$ cat src/rtl/bin_to_bcd_if.sv
// Handshake/data bundle between the BCD feeder and its user.
// The master drives load/bin_in; the slave returns status and packed BCD.
interface bin_to_bcd_if #(
    parameter int BIN_W  = 27,
    parameter int DIGITS = 8
) ();
    logic                  load;
    logic [BIN_W-1:0]      bin_in;
    logic                  busy;
    logic                  done;
    logic                  ovf;
    logic [4*DIGITS-1:0]   data_out;

    modport master (
        output load, bin_in,
        input  busy, done, ovf, data_out
    );

    modport slave (
        input  load, bin_in,
        output busy, done, ovf, data_out
    );
endinterface

$ cat src/rtl/bin_to_bcd_feeder.sv
// Sequential double-dabble binary to packed BCD converter, one bit per clock.
// Optional: define BCD_LEADING_ZERO_BLANK_EN to blank leading zero digits.
module bin_to_bcd_feeder #(
    parameter int          BIN_W      = 27,
    parameter int          DIGITS     = 8,
    parameter logic [3:0]  BLANK_CODE = 4'hF
) (
    input  logic       sclk_1ms,
    input  logic       rst,
    bin_to_bcd_if.slave bus
);
    localparam int OW   = 4 * DIGITS;
    localparam int SR_W = OW + BIN_W;
    localparam int CW   = $clog2(BIN_W + 1);

`ifdef BCD_LEADING_ZERO_BLANK_EN
    localparam bit BLANK_EN = 1'b1;
`else
    localparam bit BLANK_EN = 1'b0;
`endif

    function automatic logic [63:0] pow10(input int n);
        logic [63:0] v;
        v = 64'd1;
        for (int i = 0; i < n; i++) v = v * 64'd10;
        return v;
    endfunction

    localparam logic [63:0] MAXV = pow10(DIGITS) - 64'd1;
    localparam bit OVF_POSSIBLE =
        ((64'd1 << BIN_W) - 64'd1) > MAXV;
    localparam logic [BIN_W-1:0] MAX_BW = MAXV[BIN_W-1:0];

    localparam logic [OW-1:0] NINES = {DIGITS{4'h9}};
    localparam logic [OW-1:0] RST_VAL =
        BLANK_EN ? {{(DIGITS-1){BLANK_CODE}}, 4'h0} : '0;

    typedef enum logic [1:0] {
        IDLE,
        SHIFT,
        DONE
    } state_t;

    state_t            state;
    logic [SR_W-1:0]   sr;
    logic [SR_W-1:0]   adj;
    logic [CW-1:0]     cnt;
    logic              ovf_pend;
    logic              ovf_cmp;
    logic [OW-1:0]     bcd;
    logic [OW-1:0]     shown;
    logic              lead;
    logic              busy_q;
    logic              done_q;
    logic              ovf_q;
    logic [OW-1:0]     data_q;

    assign ovf_cmp = OVF_POSSIBLE ? (bus.bin_in > MAX_BW) : 1'b0;

    // Add-3 on every BCD nibble >= 5 ahead of the shift
    always_comb begin
        adj = sr;
        for (int i = 0; i < DIGITS; i++) begin
            if (sr[BIN_W+4*i +: 4] >= 4'd5)
                adj[BIN_W+4*i +: 4] = sr[BIN_W+4*i +: 4] + 4'd3;
        end
    end

    // Leading-zero blanking walks down from the top digit, digit 0 kept
    always_comb begin
        bcd   = sr[SR_W-1 -: OW];
        shown = bcd;
        lead  = 1'b1;
        for (int i = DIGITS - 1; i >= 1; i--) begin
            if (lead && (bcd[4*i +: 4] == 4'd0)) begin
                if (BLANK_EN) shown[4*i +: 4] = BLANK_CODE;
            end else begin
                lead = 1'b0;
            end
        end
    end

    always_ff @(posedge sclk_1ms or posedge rst) begin
        if (rst) begin
            state    <= IDLE;
            sr       <= '0;
            cnt      <= '0;
            ovf_pend <= 1'b0;
            busy_q   <= 1'b0;
            done_q   <= 1'b0;
            ovf_q    <= 1'b0;
            data_q   <= RST_VAL;
        end else begin
            unique case (state)
                IDLE: begin
                    done_q <= 1'b0;
                    if (bus.load) begin
                        sr       <= {{OW{1'b0}}, bus.bin_in};
                        ovf_pend <= ovf_cmp;
                        cnt      <= CW'(BIN_W);
                        state    <= SHIFT;
                        busy_q   <= 1'b1;
                    end else begin
                        busy_q   <= 1'b0;
                    end
                end
                SHIFT: begin
                    sr  <= adj << 1;
                    cnt <= cnt - CW'(1);
                    if (cnt == CW'(1)) state <= DONE;
                end
                DONE: begin
                    data_q <= ovf_pend ? NINES : shown;
                    ovf_q  <= ovf_pend;
                    done_q <= 1'b1;
                    state  <= IDLE;
                end
                default: state <= IDLE;
            endcase
        end
    end

    assign bus.busy     = busy_q;
    assign bus.done     = done_q;
    assign bus.ovf      = ovf_q;
    assign bus.data_out = data_q;

endmodule

$ cat src/flat_wrapper.sv
// flat-port wrapper written by rule: the top's interface ports become plain ports
module bin_to_bcd_feeder_flat 
#(
    parameter int          BIN_W      = 27,
    parameter int          DIGITS     = 8,
    parameter logic [3:0]  BLANK_CODE = 4'hF
)
  (sclk_1ms, rst, bus_load, bus_bin_in, bus_busy, bus_done, bus_ovf, bus_data_out);
  bin_to_bcd_if #(.BIN_W(BIN_W), .DIGITS(DIGITS)) bus_i ();
  input  logic sclk_1ms;
  input  logic rst;
  input wire logic [$bits(bus_i.load)-1:0] bus_load;
  input wire logic [$bits(bus_i.bin_in)-1:0] bus_bin_in;
  output wire logic [$bits(bus_i.busy)-1:0] bus_busy;
  output wire logic [$bits(bus_i.done)-1:0] bus_done;
  output wire logic [$bits(bus_i.ovf)-1:0] bus_ovf;
  output wire logic [$bits(bus_i.data_out)-1:0] bus_data_out;
  assign bus_i.load = bus_load;
  assign bus_i.bin_in = bus_bin_in;
  assign bus_busy = bus_i.busy;
  assign bus_done = bus_i.done;
  assign bus_ovf = bus_i.ovf;
  assign bus_data_out = bus_i.data_out;
  bin_to_bcd_feeder #(.BIN_W(BIN_W), .DIGITS(DIGITS), .BLANK_CODE(BLANK_CODE)) u_core (.sclk_1ms(sclk_1ms), .rst(rst), .bus(bus_i));
endmodule
$ cat config.mk
export PLATFORM = sky130hd
export DESIGN_NAME = bin_to_bcd_feeder_flat
export DESIGN_NICKNAME = d
export VERILOG_FILES = /design/src/rtl/bin_to_bcd_if.sv /design/src/rtl/bin_to_bcd_feeder.sv /design/src/flat_wrapper.sv
export SDC_FILE = /design/constraint.sdc
export NUM_CORES = 1
export LEC_CHECK = 0
export ABC_AREA = 1
export BUFFER_PORTS_ARGS = -buffer_cell sky130_fd_sc_hd__clkbuf_2
export CAP_MARGIN = 40
export CELL_PAD_IN_SITES_DETAIL_PLACEMENT = 1
export CELL_PAD_IN_SITES_GLOBAL_PLACEMENT = 2
export CORE_MARGIN = 3
export CORE_UTILIZATION = 36
export CTS_BUF_LIST = sky130_fd_sc_hd__clkbuf_4 sky130_fd_sc_hd__clkbuf_8
export CTS_CLUSTER_DIAMETER = 50
export CTS_CLUSTER_SIZE = 28
export DETAILED_ROUTE_END_ITERATION = 8
export PLACE_DENSITY_LB_ADDON = 0.1
export SLEW_MARGIN = 20
export SYNTH_ARGS = -nofsm -noshare
export SYNTH_HDL_FRONTEND = slang
export SYNTH_SLANG_ARGS = --single-unit
$ cat constraint.sdc
create_clock -name sclk_1ms -period 4.42 [get_ports sclk_1ms]
set_input_delay 0.884 -clock sclk_1ms [delete_from_list [all_inputs] [get_ports sclk_1ms]]
set_output_delay 0.884 -clock sclk_1ms [all_outputs]
set_load 0.01 [all_outputs]
==> results.py <==
metrics = {
    "critical_path": {
        "crit_buf_inv": 1,
        "path_cells": "nand2_1, nand2_2, inv_4, nand2_1, o211ai_1",
        "path_delay_family": "simple AND/OR/NAND/NOR gates",
        "worstSetupStartpointType": "flop",
        "slowest_stage": "nand2_2",
        "path_common_cell": "nand2_1",
        "cp.arrival_ns": 2.53,
        "required_ns": 4.69,
        "end_kind": "flop",
        "cpPeakStageDelay_ns": 0.56,
        "crit_type": "flop to flop",
        "worstPathMaxFanout": 35,
    },
    "place": {
        "hpwl_um": 8450,
        "dp_cells": 780,
        "gp_congestion": 0.717,
        "port_buffers": 64,
    },
    "sta": {
        "setup_viol": 0,
        "finClkSkew_ns": 0.00896,
        "slew_headroom": 0.525,
        "finalCritPeriodShare": 0.509,
        "rsz0062_at_grt": "no",
        "hold_viol": 0,
        "holdWs_ns": 0.377,
        "layout_min_cycle_time_ns": 2.25,
        "timing.final.max_slew_violations": 0,
        "tns_ns": 0,
        "worstMarginPinSlew_ns": 0.710,
        "fmax_mhz": 444,
    },
    "pwr": {
        "sw_frac_of_total": 0.425,
        "clkPwrFrac": 0.159,
        "p_switching_mw": 1.61,
        "finalPower_mw": 3.79,
        "combPwrFrac": 0.432,
        "ir_drop_uv": 213,
        "p_leak_nw": 2.77,
        "p_per_area_mw_per_mm2": 685,
        "seq_power_share": 0.410,
        "p_int_mw": 2.18,
    },
    "worst_hold_path": {
        "hp-class": "input port to async pin",
    },
    "finish": {
        "final_cell_mix": "138 x nand2_1, 102 x dfrtp_1, 64 x clkbuf_2, 56 x o21ai_0, 54 x inv_1",
        "nets": 668,
        "antenna_cells": 0,
        "fillCellCount": 1589,
        "fin_cells": 797,
        "final_common_cell": "nand2_1",
        "final_layout_size_suffix_gt1_frac": 0.171,
        "fin_util": 0.430,
        "syn2layout_area_growth_pct": 14.5,
    },
    "synth": {
        "netlist_instances": 559,
        "synthXorXnorAreaFrac": 0.00543,
        "synth_area_leaders": "dfrtp_1 53%, nand2_1 11%, o21ai_0 5.8%",
        "synth_top_family_by_area": "simple AND/OR/NAND/NOR gates",
        "synthesis.area_mm2": 0.00484,
        "synth_edf_count": 0,
        "avgSynthCellArea_um2": 8.65,
        "synth_top_area_share": 0.528,
        "synthSimpleGateAreaFrac": 0.190,
        "synth_fa_ha_area_frac": 0.0466,
        "ys_async_sr_fraction": 1.00,
        "synth-compound-area-share": 0.162,
        "ys_seq_area_frac": 0.528,
        "yosys_warnings": 0,
        "synth_area_leader_cell": "dfrtp_1",
        "synth_mux_area_frac": 0,
        "synth_seq_cells": 102,
        "synth.distinct_cells": 29,
        "syn_nets": 607,
        "synth_ff_type": "dfrtp_1",
    },
    "clock_tree": {
        "ctsHoldBuffers": 0,
        "cts_tree": "built",
        "clkTransAtPathRegs_ns": 0.10,
        "insertion_delay_ns": 0.36,
        "post-cts-setup-buffers": 0,
        "clockBufferDepth": 2,
        "cts.sinks": 102,
        "cts_made_buffers": 9,
        "root_buffer": "clkbuf_8",
        "htree_levels": 3,
        "cts-resized-gates": 0,
    },
    "die": {
        "io_pins": 65,
        "die_area_mm2": 0.0149,
        "die_w_um": 122,
        "core_mm2": 0.0129,
        "die_h_um": 122,
        "num_rows": 41,
        "start_util": 0.376,
    },
    "route": {
        "drt_iter0_markers": 194,
        "wire_per_inst_um": 15.1,
        "routed_via_density": 4.97,
        "wirelength_um": 12000,
        "ant_nets": 0,
        "drc": 0,
        "drt_pass1_iterations": 4,
        "vias": 3965,
    },
    "grt": {
        "grt_pass1_vias": 4133,
        "grt.overflow.total": 0,
        "track_usage": 0.172,
        "antenna_found_initial": 0,
        "grt_max_degree": 64,
        "grt_pass1_wl_um": 20600,
    },
    "run": {
        "maxCapViolations": 0,
    },
    "outcome": {
        "status": "completed",
    },
}
## registers in the layout, indices dropped and copies added, names as in the netlist
register / flops
u_core.sr: 59
u_core.bus.data_out: 32
u_core.bus.busy: 1
u_core.cnt: 5
u_core.bus.done: 1
u_core.bus.ovf: 1
u_core.ovf_pend: 1
u_core.state: 2
## final timing paths
kind	start	slack, ns	cells past startpoint	end
setup / recovery	u_core.state[0]	2.17	5	u_core.sr[10]
hold / removal	rst	0.38	2	u_core.sr[1]
setup reg to reg	u_core.state[0]	2.17	5	u_core.sr[10]
hold reg to reg	u_core.bus.data_out[21]	0.49	2	u_core.bus.data_out[21]
max in group asynchronous	rst	3.14	4	u_core.sr[36]
min in group sclk_1ms	u_core.bus.data_out[21]	0.49	2	u_core.bus.data_out[21]
## metrics by stage
step	worst slack (ns)	instance area, um2
after global routing	1.89	5540
after detailed placement	1.89	5310
after global placement	1.92	5290
after floorplan	0.861	4840
after CTS	2.11	5510
final	2.17	5540
## synthesized netlist by cell type (3+ instances only)
library cell  count
a21oi_1          35
buf_2            13
dfrtp_1         102
ha_1             18
inv_1            55
nand2_1         138
nand3_1          29
nor2_1           45
o211ai_1         16
o21ai_0          56
o21ai_1           3
o21ai_2          10
o22ai_1          12
or2_2             4
xor2_1            3
## area by class of cell
type / instances / area, um2 / share of cell area
sequential: 102 / 2550 / 0.461
timing repair buffer: 68 / 383 / 0.0692
clock buffer: 10 / 138 / 0.0249
clock inverter: 6 / 61.3 / 0.0111
tap: 172 / 215 / 0.0389
inverter: 59 / 229 / 0.0414
multi-input combinational: 380 / 1960 / 0.354
## cell families (layout without fill, tap and decap cells)
kind of cell / after synthesis / in the layout
compound gates: 136 / 136
xor+xnor: 3 / 3
fa+ha+maj: 18 / 18
buf+inv: 77 / 143
flops: 102 / 102
simple gates: 223 / 223
## worst reg2reg max path, delay by kind of cell, from the launching register on
family	cells	cell delay, ns
AND/OR/NAND/NOR	3	1.14
AO/OA/AOI/OAI	1	0.09
flip-flops	1	0.47
buffers and inverters	1	0.46
## power by group through the flow
stage	sequential (mW)	clock [mW]	combinational, mW
after floorplan	1.53	0	1.21
after global placement	1.55	0	1.56
after detailed placement	1.57	0	1.66
after CTS	1.56	0.623	1.67
after global routing	1.61	0.660	1.92
final	1.55	0.601	1.64
## layer usage
layer / track usage / wire, um / vias to the layer above
met3: 0.0306 / 391 / 7
met1: 0.231 / 5680 / 1943
met2: 0.292 / 5840 / 61
li1: - / - / 1954
met4: 0.0399 / 94 / 0
met5: 0 / 0 / -
Note: power is estimated with default switching activity, not from simulation.
